===== config.mk =====
export PLATFORM = sky130hd
export DESIGN_NAME = instruction_fetch_controller
export DESIGN_NICKNAME = d
export VERILOG_FILES = /design/src/rtl/instruction_fetch_controller.sv
export SDC_FILE = /design/constraint.sdc
export NUM_CORES = 1
export LEC_CHECK = 0
export CORE_ASPECT_RATIO = 0.7
export CORE_MARGIN = 5
export CORE_UTILIZATION = 25
export CTS_CLUSTER_SIZE = 25
export DETAILED_ROUTE_END_ITERATION = 12
export PLACE_DENSITY_LB_ADDON = 0.1
export SETUP_SLACK_MARGIN = 0.15
export SLEW_MARGIN = 20
export SYNTH_ARGS = -nofsm -noshare
export SYNTH_HDL_FRONTEND = slang
export SYNTH_SLANG_ARGS = --single-unit

===== constraint.sdc =====
create_clock -name clk -period 9.05 [get_ports clk]
set_input_delay 1.3575 -clock clk [delete_from_list [all_inputs] [get_ports clk]]
set_output_delay 1.3575 -clock clk [all_outputs]
set_load 0.005 [all_outputs]

===== src/rtl/instruction_fetch_controller.sv =====
// Byte-serial instruction fetch: assembles a big-endian word from a byte-wide memory,
// presents it with a valid/ready handshake, and follows branch redirects.
module instruction_fetch_controller #(
    parameter int          MEM_BYTES = 512,
    parameter logic [31:0] RESET_PC  = 32'h0000_0000
) (
    input  logic        clk,
    input  logic        reset,
    output logic [31:0] mem_addr,
    input  logic [7:0]  mem_data,
    input  logic        redirect,
    input  logic [31:0] redirect_target,
    input  logic        instr_ready,
    output logic        instr_valid,
    output logic [31:0] instruction,
    output logic [31:0] counter,
    output logic        fault,
    output logic [15:0] instr_count
);

    typedef enum logic [1:0] {
        FETCH,
        HOLD,
        FAULT
    } state_t;

    localparam logic [32:0] MEM_LIMIT = 33'(MEM_BYTES);

    state_t      state;
    logic [1:0]  idx;
    logic [31:0] pc;
    logic [23:0] partial;
    logic        accept;
    logic [31:0] next_pc;
    logic        next_ok;

    assign mem_addr = (state == FETCH) ? pc + {30'd0, idx} : pc;
    assign accept   = (state == HOLD) && instr_ready;

    // A redirect always wins the next pc; otherwise only an acceptance advances it.
    assign next_pc  = redirect ? redirect_target : pc + 32'd4;
    assign next_ok  = (next_pc[1:0] == 2'b00) && (({1'b0, next_pc} + 33'd3) < MEM_LIMIT);

    always_ff @(posedge clk) begin
        if (reset) begin
            state       <= FETCH;
            idx         <= 2'd0;
            pc          <= RESET_PC;
            partial     <= 24'd0;
            instr_valid <= 1'b0;
            instruction <= 32'd0;
            counter     <= 32'd0;
            fault       <= 1'b0;
            instr_count <= 16'd0;
        end else begin
            case (state)
                FETCH: begin
                    if (redirect) begin
                        idx <= 2'd0;
                        if (next_ok) begin
                            pc <= next_pc;
                        end else begin
                            state <= FAULT;
                            fault <= 1'b1;
                        end
                    end else if (idx == 2'd3) begin
                        instruction <= {partial, mem_data};
                        counter     <= pc;
                        instr_valid <= 1'b1;
                        state       <= HOLD;
                        idx         <= 2'd0;
                    end else begin
                        case (idx)
                            2'd0:    partial[23:16] <= mem_data;
                            2'd1:    partial[15:8]  <= mem_data;
                            default: partial[7:0]   <= mem_data;
                        endcase
                        idx <= idx + 2'd1;
                    end
                end
                HOLD: begin
                    // An accepted word is counted even when a redirect arrives with it.
                    if (accept || redirect) begin
                        instr_valid <= 1'b0;
                        if (accept) begin
                            instr_count <= instr_count + 16'd1;
                        end
                        if (next_ok) begin
                            pc    <= next_pc;
                            state <= FETCH;
                        end else begin
                            state <= FAULT;
                            fault <= 1'b1;
                        end
                    end
                end
                FAULT: begin
                    state <= FAULT;
                end
                default: begin
                    state       <= FAULT;
                    fault       <= 1'b1;
                    instr_valid <= 1'b0;
                end
            endcase
        end
    end

endmodule


==> impl_metrics.ini <==
[outcome]
status = completed

[floorplanning]
die_w_um = 219
start_util = 0.254
die_area_mm2 = 0.0342
core_mm2 = 0.0300
io_pins = 158
num_rows = 53
dieHeight_um = 156

[timing]
tightest_slew_ns = 1.00
clock.fmax_mhz = 186
post-route-min-period_ns = 5.39
layout_setup_ws_ns = 3.66
fin_skew_ns = 0.0133
slew_violations = 0
fin_setup_tns_ns = 0
fin_crit_sh = 0.596
max-slew-margin-rel = 0.330
rsz0062_at_grt = no
hold_violations = 0
setup_violations = 0

[run]
cap_violations = 0

[power_and_ir_drop]
leakagePower_nw = 3.31
vdd_drop_max_mv = 0.0860
powerDensity_mw_per_mm2 = 147

[synth]
synth.avg_cell_area_um2 = 7.80
synth_cell_types = 70
async_flop_share = 0
yosys_register_bits = 142
synthFlopType = dfxtp_1
netlist_instances = 978
synth-seq-area-share = 0.373
syn-num-nets = 1031
synth_edf_count = 0
ys.warnings.count = 0
syn_area_mm2 = 0.00763

[routing]
drt-initial-drc-count = 526
wl_per_cell_um = 18.7
drcViolationCount = 0
wl_um = 28200
vias_per_cell = 4.91
dr.pass1.iters = 5
drtAntennaViolNets = 0
via_count = 7383

[clocking]
cts_buffer_depth = 2
postCtsSetupRepairBufs = 0
cts_num_sinks = 142
clk_pin_slew_ns = 0.07
cts.htree.levels = 4
clkLatencyLatePin_ns = 0.43
cts_tree = done
cts_resized = 0
cts-root-buf = clkbuf_16
holdBufCountCts = 0
numCtsBuffers = 17

[setup_path]
path_class = reg -> out
crit_arrival_ns = 4.03
critPathRequiredTime_ns = 7.69
start_kind = flip-flop
worst_setup_path_end_kind = primary output
critPathMaxFanout = 5

[cells_and_area]
n_antenna_cell = 0
mostFrequentLayoutCell = nand2_1
finalNetCount = 1133
drive_gt1_frac = 0.0604
layout_common_cells = nand2_1, clkdlybuf4s50_1, dfxtp_1
area_delta_synth_final_pct = 31.3

[grt]
antenna_found_initial = 1
grt_start_max_net_pins = 91
grtUsageTotal = 0.163
grt_pass1_wl_um = 43200
gr-total-overflow = 0
first_global_vias = 6972

[min_path]
hold_path.class = reg -> reg

[placed_design]
hpwl_um = 20600
port_buffers = 157
gp_congestion = 0.862
dp_slack_ns = 3.83
## worst paths after layout
| check | startpoint | depth (start not counted) | slack [ns] | endpoint |
|---|---|---|---|---|
| worst max-delay path | pc[0] | 9 | 3.66 | mem_addr[26] |
| worst min-delay path | partial[14] | 2 | 0.45 | instruction[22] |
| worst max register to register | pc[2] | 11 | 4.19 | pc[18] |
| worst min register to register | partial[14] | 2 | 0.45 | instruction[22] |
## area by class of cell
class,instances,area (µm²)
fill,3224,20000
multi-input combinational,746,4400
sequential,142,2840
timing repair buffer,163,1610
tap,412,515
clock buffer,19,433
clock inverter,13,178
inverter,10,37.5
## worst max-delay path, cell delays in order (launching register included)
cell,delay (ns)
dfxtp_1,0.46
ha_1,0.22
inv_1,0.05
fa_1,0.38
nor2_1,0.37
nand3_1,0.32
nor4_1,0.86
nand3_1,0.18
xnor2_1,0.23
clkdlybuf4s50_1,0.53
## cells in the mapped netlist (4+ instances only)
cell | n | share of area
and2_1 | 33 | 0.027
and3_1 | 10 | 0.0082
or3_1 | 4 | 0.0033
nor2_1 | 56 | 0.028
buf_2 | 13 | 0.0085
clkbuf_1 | 58 | 0.029
a21oi_1 | 103 | 0.068
nand3_1 | 41 | 0.027
nor4_1 | 20 | 0.016
o21ai_0 | 13 | 0.0085
or4_1 | 4 | 0.0039
nand4_1 | 22 | 0.018
xnor2_1 | 20 | 0.023
o31a_1 | 13 | 0.015
ha_1 | 8 | 0.013
o31ai_1 | 8 | 0.0079
nand2b_1 | 15 | 0.012
nor2b_1 | 7 | 0.0057
and4_1 | 17 | 0.020
xor2_1 | 38 | 0.044
o2111ai_1 | 4 | 0.0046
nor3_1 | 16 | 0.010
buf_4 | 7 | 0.0069
dfxtp_1 | 142 | 0.37
mux2i_1 | 5 | 0.0066
nand2_1 | 210 | 0.10
inv_1 | 9 | 0.0044
o32ai_1 | 5 | 0.0057
mux2_2 | 4 | 0.0059
o211ai_1 | 7 | 0.0069
## registers in the layout, indices dropped and copies added (netlist names)
name and cells:
partial 24, fault 1, instr_count 16, pc 32, counter 32, state 2
idx 2, instruction 32, instr_valid 1
## per-stage QoR
step / area [µm²] / util / hold WS (ns) / instances / power [W]
finish: 10000 / 0.333 / 0.451 / 1505 / 0.00147
global route: 10000 / 0.333 / 0.471 / 1505 / 0.00153
CTS: 10000 / 0.333 / 0.453 / 1505 / 0.00149
detailed placement: 9400 / 0.313 / 0.447 / 1473 / 0.000744
global placement: 9400 / 0.313 / 0.444 / 1473 / 0.000745
floorplan: 7630 / - / 0.432 / 978 / 0.000700
## logic make-up after synthesis
logic type               count (synthesis)  share of synthesized area
AO/OA/AOI/OAI                          194                      0.167
XOR/XNOR                                58                     0.0666
adder cells (fa/ha/maj)                  9                     0.0157
buffers and inverters                   90                     0.0518
flip-flops                             142                      0.373
multiplexers                            10                     0.0144
AND/OR/NAND/NOR                        475                      0.312
## where the power goes
group          switching (W)  total (W)  leakage, nW  internal [W]
clock network       0.000299   0.000739        0.291      0.000440
registers         0.00000391   0.000633         1.15      0.000629
logic              0.0000573  0.0000963         1.87     0.0000390
total               0.000360    0.00147         3.31       0.00111
## metal layers
metal  share of wire  up-vias  track usage
met4          0.0082        2       0.0368
met1            0.52     3506        0.249
met2            0.40      221        0.231
li1                -     3638            -
met5         0.00046        -            0
met3           0.066       16       0.0386
Power figures use the tool's default switching activity.
